[config.mk]
export PLATFORM = sky130hd
export DESIGN_NAME = servo_pwm_gen
export DESIGN_NICKNAME = d
export VERILOG_FILES = /design/src/rtl/servo_pkg.sv /design/src/rtl/us_tick_gen.sv /design/src/rtl/servo_pwm_gen.sv
export SDC_FILE = /design/constraint.sdc
export NUM_CORES = 1
export LEC_CHECK = 0
export ABC_AREA = 1
export ABC_CLOCK_PERIOD_IN_PS = 1800
export CORE_AREA = 2 2 120 146
export DETAILED_ROUTE_END_ITERATION = 16
export DIE_AREA = 0 0 122 148
export PLACE_DENSITY = 0.75
export REMOVE_ABC_BUFFERS = 1
export SYNTH_ARGS = -nofsm -noshare
export SYNTH_HDL_FRONTEND = slang
export SYNTH_SLANG_ARGS = --single-unit
[constraint.sdc]
create_clock -name clk -period 1.8 [get_ports clk]
set_input_delay 0.36 -clock clk [delete_from_list [all_inputs] [get_ports clk]]
set_output_delay 0.36 -clock clk [all_outputs]
set_load 0.1 [all_outputs]
[src/rtl/servo_pkg.sv]
// Shared types, default timing constants and the width saturation helper
// for the servo PWM generator.
package servo_pkg;

  typedef logic [15:0] width_us_t;
  typedef logic [2:0]  ch_idx_t;

  localparam int CLK_HZ   = 50_000_000;
  localparam int FRAME_US = 20000;
  localparam int MIN_US   = 1000;
  localparam int MAX_US   = 2000;
  localparam int INIT_US  = 1500;

  function automatic width_us_t clamp_width(width_us_t w, width_us_t lo, width_us_t hi);
    if (w < lo)      return lo;
    else if (w > hi) return hi;
    else             return w;
  endfunction

endpackage

[src/rtl/us_tick_gen.sv]
// Microsecond prescaler: counts 0..CLK_HZ/1e6-1 and flags the terminal cycle.
module us_tick_gen #(
  parameter int CLK_HZ = servo_pkg::CLK_HZ
) (
  input  logic clk,
  input  logic reset,
  output logic tick_us
);

  localparam int DIV = (CLK_HZ / 1_000_000 < 1) ? 1 : CLK_HZ / 1_000_000;
  localparam int PW  = (DIV > 1) ? $clog2(DIV) : 1;
  localparam logic [PW-1:0] LAST = PW'(DIV - 1);

  logic [PW-1:0] presc_q, presc_d;
  logic          term;

  always_comb begin
    term    = (presc_q == LAST);
    presc_d = term ? '0 : presc_q + PW'(1);
  end

  always_ff @(posedge clk) begin
    if (reset) presc_q <= '0;
    else       presc_q <= presc_d;
  end

  // Gated so the tick stays low for the whole reset window.
  assign tick_us = term && !reset;

endmodule

[src/rtl/servo_pwm_gen.sv]
// Multi-channel servo PWM generator with frame-synchronous width updates.
// Optional macro SERVO_CLAMP_EN saturates accepted widths to [MIN_US, MAX_US].
module servo_pwm_gen #(
  parameter int CLK_HZ   = servo_pkg::CLK_HZ,
  parameter int NUM_CH   = 5,
  parameter int FRAME_US = servo_pkg::FRAME_US,
  parameter int MIN_US   = servo_pkg::MIN_US,
  parameter int MAX_US   = servo_pkg::MAX_US,
  parameter int INIT_US  = servo_pkg::INIT_US
) (
  input  logic              clk,
  input  logic              reset,
  input  logic              cmd_valid,
  output logic              cmd_ready,
  input  logic [2:0]        cmd_ch,
  input  logic [15:0]       cmd_width_us,
  output logic              cmd_err,
  output logic [NUM_CH-1:0] pwm_out,
  output logic              tick_us,
  output logic              frame_start
);
  import servo_pkg::width_us_t;
  import servo_pkg::ch_idx_t;
`ifdef SERVO_CLAMP_EN
  import servo_pkg::clamp_width;
`endif

  localparam width_us_t FRAME_LAST = width_us_t'(FRAME_US - 1);
  localparam width_us_t INIT_W     = width_us_t'(INIT_US);

  width_us_t                us_cnt_q, us_cnt_d;
  width_us_t [NUM_CH-1:0]   pending_q, pending_d;
  width_us_t [NUM_CH-1:0]   active_q, active_d;
  logic      [NUM_CH-1:0]   pwm_q, pwm_d;
  logic                     frame_start_q, frame_start_d;
  logic                     cmd_err_q, cmd_err_d;
  logic                     commit, accept, ch_ok;
  width_us_t                wr_width;

  us_tick_gen #(.CLK_HZ(CLK_HZ)) u_tick (
    .clk     (clk),
    .reset   (reset),
    .tick_us (tick_us)
  );

  always_comb begin
    commit    = tick_us && (us_cnt_q == FRAME_LAST);
    cmd_ready = !reset && !commit;
    accept    = cmd_valid && cmd_ready;
    ch_ok     = 32'(cmd_ch) < NUM_CH;
`ifdef SERVO_CLAMP_EN
    wr_width  = clamp_width(cmd_width_us, width_us_t'(MIN_US), width_us_t'(MAX_US));
`else
    wr_width  = cmd_width_us;
`endif
    us_cnt_d = us_cnt_q;
    if (tick_us) us_cnt_d = commit ? '0 : us_cnt_q + 16'd1;
    pending_d = pending_q;
    for (int i = 0; i < NUM_CH; i++)
      if (accept && cmd_ch == ch_idx_t'(i)) pending_d[i] = wr_width;
    // Active widths only move at the frame wrap, so a frame never sees a width change.
    active_d = commit ? pending_q : active_q;
    for (int i = 0; i < NUM_CH; i++)
      pwm_d[i] = us_cnt_q < active_q[i];
    frame_start_d = commit;
    cmd_err_d     = accept && !ch_ok;
  end

  always_ff @(posedge clk) begin
    if (reset) begin
      us_cnt_q      <= '0;
      pending_q     <= {NUM_CH{INIT_W}};
      active_q      <= {NUM_CH{INIT_W}};
      pwm_q         <= '0;
      frame_start_q <= 1'b0;
      cmd_err_q     <= 1'b0;
    end else begin
      us_cnt_q      <= us_cnt_d;
      pending_q     <= pending_d;
      active_q      <= active_d;
      pwm_q         <= pwm_d;
      frame_start_q <= frame_start_d;
      cmd_err_q     <= cmd_err_d;
    end
  end

  assign pwm_out     = pwm_q;
  assign frame_start = frame_start_q;
  assign cmd_err     = cmd_err_q;

endmodule

### After elaboration in Yosys (flattened, before gate mapping)

Index checks and enable logic that the tools add are counted.

| storage, ports and cells | value |
|---|---|
| register bits | 189 |
| input bits | 22 |
| output and inout port bits | 9 |
| logic and storage cells | 45 |

| cells by class | value |
|---|---|
| $add $sub $neg | 2 |
| order comparisons | 6 |
| equality and inequality tests | 6 |
| mux-type cells | 1 |
| reductions and logical operators | 15 |

Operators with widths:

| operator | count |
|---|---|
| < comparator 16 bit | 5 |
| adder 16 x 1 -> 16 bit, second input constant | 1 |
| == test 16 x 15 -> 1 bit, second input constant | 1 |
| 2-to-1 mux 16 bit | 1 |
| logical AND 1 bit | 10 |
| adder 6 x 1 -> 6 bit, second input constant | 1 |
| == test 3 x 2 -> 1 bit, second input constant | 2 |
| == test 6 bit, second input constant | 1 |
| == test 3 x 1 -> 1 bit, second input constant | 1 |
| == test 3 bit, second input constant | 1 |
| zero test 1 bit | 3 |
| zero test 3 bit | 1 |
| < comparator 3 bit, second input constant | 1 |
| OR reduction 2 bit | 1 |

### Longest topological paths before layout

| depth | value |
|---|---|
| depth in word-level cells | 7 |
| gate-level depth with buffers | 12 |
| gate-level depth less buffers | 11 |

### Cells and area by module

A second synthesis with hierarchy kept.

| unflattened totals | value |
|---|---|
| cells, all modules | 1,168 |
| area total of the unflattened synthesis | 8,828.5 um2 |

Modules (own cells, without submodules):

| module | times used | cells an instance | area an instance (um2) | seq. area each (um2) |
|---|---|---|---|---|
| servo_pwm_gen | 1 | 1,134 | 8,553.2 | 3,663.5 |
| us_tick_gen | 1 | 34 | 275.3 | 120.1 |

### Least setup slack after synthesis

Ideal clock, no wire load.

| path | value |
|---|---|
| path kind | register to output |
| start point | reg us_cnt_q[1] |
| end point | out cmd_ready |
| data arrival time | 1.675 ns |
| data required time | 1.440 ns |
| path slack | -0.235 ns |
| cell stages (with the launch flop) | 10 |
| buffers on the path | 1 |
| cell sequence | dfxtp_1 -> ha_1 -> nand2_1 -> inv_1 -> nand2_1 -> nor2_1 -> nand2_1 -> nor2_4 -> nor2_4 -> buf_2 |

| on the way | value |
|---|---|
| cells in the longest elaborated chain, start to end | 4 |

Ends and longest elaborated chain:

| item | line | source |
|---|---|---|
| start, declared | servo_pwm_gen.sv:31 | `width_us_t us_cnt_q, us_cnt_d;` |
| start signal, assigned | servo_pwm_gen.sv:78 | `us_cnt_q <= us_cnt_d;` |
| == test 16 x 15 -> 1 bit | servo_pwm_gen.sv:47 | `commit = tick_us && (us_cnt_q == FRAME_LAST);` |
| logical AND 1 bit | servo_pwm_gen.sv:47 |  |
| zero test 1 bit | servo_pwm_gen.sv:48 | `cmd_ready = !reset && !commit;` |
| logical AND 1 bit | servo_pwm_gen.sv:48 |  |
| end, declared | servo_pwm_gen.sv:14 | `output logic cmd_ready,` |

Every way passes these cells.

### Final worst setup path

| path | value |
|---|---|
| start point | reg us_cnt_q[0] |
| end point | out cmd_ready |

The elaborated chain is that of the path after synthesis.

==> run summary <==
Cells after Synth - 1,217
First-pass GRT wire length - 37,500 um
Most common cell after layout, fill and taps aside - nand2_1
RSZ-0062 raised after global routing - true
Hold Slack - 0.448 ns
Mapped cell area - 9030 um^2
# Max-Cap Violations - 0
Synthesis Warnings - 0
Drt total wl - 27,700 um
CP delay by family, top - simple AND/OR/NAND/NOR gates
Failing checks - setup timing
Row count - 52
Largest net degree at the start of global routing - 39
Core area - 16,600 um^2
Seq/Total Area, Yosys - 41.9%
Layout area overhead - 31.3%
Max clock buf depth - 2
DRC violation count after routing - 0
Final Cycle Share - 123%
# H-tree levels - 4
Max VDD drop - 0.000682 V
Antenna violations before repair - 0
Worst-Margin Slew - 0.456 ns
Chip height - 148 um
Area contributors post-synth - dfxtp_1, nand2_1, ha_1, inv_1, nor2_1
Nature of the critical path endpoint - output pin
Most frequent cells in the layout - nand2_1, dfxtp_1, inv_1
Clock latency on the worst-skew pair - 0.44 ns
Via count - 8,767
Final Hold Viols - 0
Initial core utilization - 54.4%
Synth cell types - 31
Crit path max fanout - 2
Yosys reg bits - 189
Die width - 122 um
CP dominant cell by count - nor2_4
Achievable clock frequency - 451 MHz
Final number of max-transition violations - 0
Post-Syn Area per Cell - 7.42 um^2
CTS tree - done
Rel. slew slack - 69.2%
# port buffers - 30
# diodes - 0
Worst path buffer plus inverter count - 3
Total leakage power - 0.00557 uW
Crit-path slowest cell - dfxtp_2
Vias per cell - 5.66
TritonCTS Buffers - 17
Worst EP required - 1.44 ns
Worst Path Arrival - 1.86 ns
Dpl ws - -0.246 ns
Pwr dens - 762 nW/um^2
Share of layout cells above drive strength 1 - 20.3%
Yosys top cell area share - 41.9%
Detailed Place HPWL - 15,400 um
Leading area contributor after synthesis - dfxtp_1
Worst setup margin - -0.419 ns
CTS Sinks - 189
Status - complete, but fails checks
Post-route minimum period - 2.22 ns
Clock Skew - 0.00665 ns
Pre-antenna DRT Iters - 7
Hold Buf Count CTS - 0
CTS Root Cell - clkbuf_16
Slowest stage delay, CP - 0.36 ns
Crit Path Category - flop to output pin
Setup violators final - 116
GRT Overall Usage - 26.4%
Vias in the first global route - 7,733
Worst hold path type - flop to flop
Crit start category - flop
Drt first-iter violations - 874
Nets - 1,420
Die ar. - 18,100 um^2
Antenna Violating Nets Remaining - 0
Avg WL per Cell - 17.9 um
Crit-path cells - ha_4 -> nand2_4 -> inv_4 -> nand2_4 -> nor2_4 -> nand2_2 -> nor2_4 -> nor2_4 -> buf_12 -> buf_12
Clock transition at path regs - 0.07 ns
Congestion Overflow GR - 0
Final GP Congestion - 0.884
Final Util - 71.5%
Ports - 31
through the flow:
step / power, uW / cells / area [um^2] / TNS, ns
4_1_cts: 8850 / 1523 / 10900 / -0.805
5_1_grt: 9220 / 1549 / 11900 / -24.02
3_3_place_gp: 4840 / 1479 / 10100 / -26.51
3_5_place_dp: 4850 / 1479 / 10100 / -26.36
6_report: 9030 / 1549 / 11900 / -15.38
2_1_floorplan: 4570 / 1167 / 8770 / -288.11
flip-flops by register name, summed over array words and instances (netlist names):
signal	cells
active_q	80
cmd_err	1
frame_start	1
pending_q	80
pwm_out	5
u_tick.presc_q	6
us_cnt_q	16
kinds of logic after synthesis:
kind of cell    count (synthesis)  synth area share, %
buf+inv                       222                 10.1
simple gates                  571                 28.2
fa+ha+maj                      78                 10.8
compound gates                153                 8.62
xor+xnor                        4                0.388
flops                         189                 41.9
what timing repair did:
action	in CTS	in global routing
cloned	0	19
setup buffers	12	10
endpoints found under the setup margin	41	163
pin swaps	8	20
resized for setup	24	137
layer usage:
| layer | part of all wire [%] | global-route usage [%] | routed length [um] |
|---|---|---|---|
| met1 | 38 | 32.3 | 10600 |
| met2 | 49 | 45.2 | 13700 |
| met3 | 6.9 | 4.71 | 1920 |
| met4 | 5.3 | 11.4 | 1480 |
| met5 | 0 | 0 | 0 |
report_power, final:
group          total (uW)  internal (uW)  switching (uW)
combinational         660            281             378
clock                4110           2450            1660
sequential           4270           4230            35.1
path summary, 6_finish.rpt:
path	start	end	slack, ns	cells after the start
max	us_cnt_q[0]	cmd_ready	-0.42	10
min reg2reg	pending_q[61]	active_q[61]	0.45	2
max reg2reg	us_cnt_q[0]	pending_q[8]	-0.25	14
min	pending_q[61]	active_q[61]	0.45	2
cell usage after synthesis:
cell type,count
nand2_1,277
dfxtp_1,189
inv_1,169
nor2_1,135
a21oi_1,82
ha_1,78
nand3_1,57
o21ai_0,46
nor3_1,44
nand4_1,38
o21ai_1,20
buf_4,13
clkbuf_1,13
buf_2,12
buf_1,10
nand4_4,6
o21a_1,5
nor2_2,4
buf_6,2
inv_2,2
nor2_4,2
nor3_2,2
xnor2_1,2
xor2_1,2
inv_4,1
nand3_4,1
nor3_4,1
nor3b_1,1
nor4_1,1
or2_0,1
or2_2,1
worst reg2reg max path, cell delays in order (launching register included):
cell and delay (ns):
dfxtp_2 0.36, ha_4 0.16, nand2_4 0.07, inv_4 0.08, nand2_4 0.06, nor2_4 0.14
nand2_2 0.09, nor2_4 0.13, nor2_4 0.06, buf_12 0.13, buf_4 0.15, buf_12 0.15
clkbuf_16 0.15, nand4_1 0.10, nand3_1 0.10
final cells by class:
type	instances	area [um^2]
Timing Repair Buffer	134	1730
Inverter	172	661
Clock buffer	23	478
Clock inverter	9	158
Multi-Input combinational cell	806	4760
Sequential cell	189	3790
Fill cell	1167	4730
Tap cell	216	270
(Power assumes the default switching activity.)
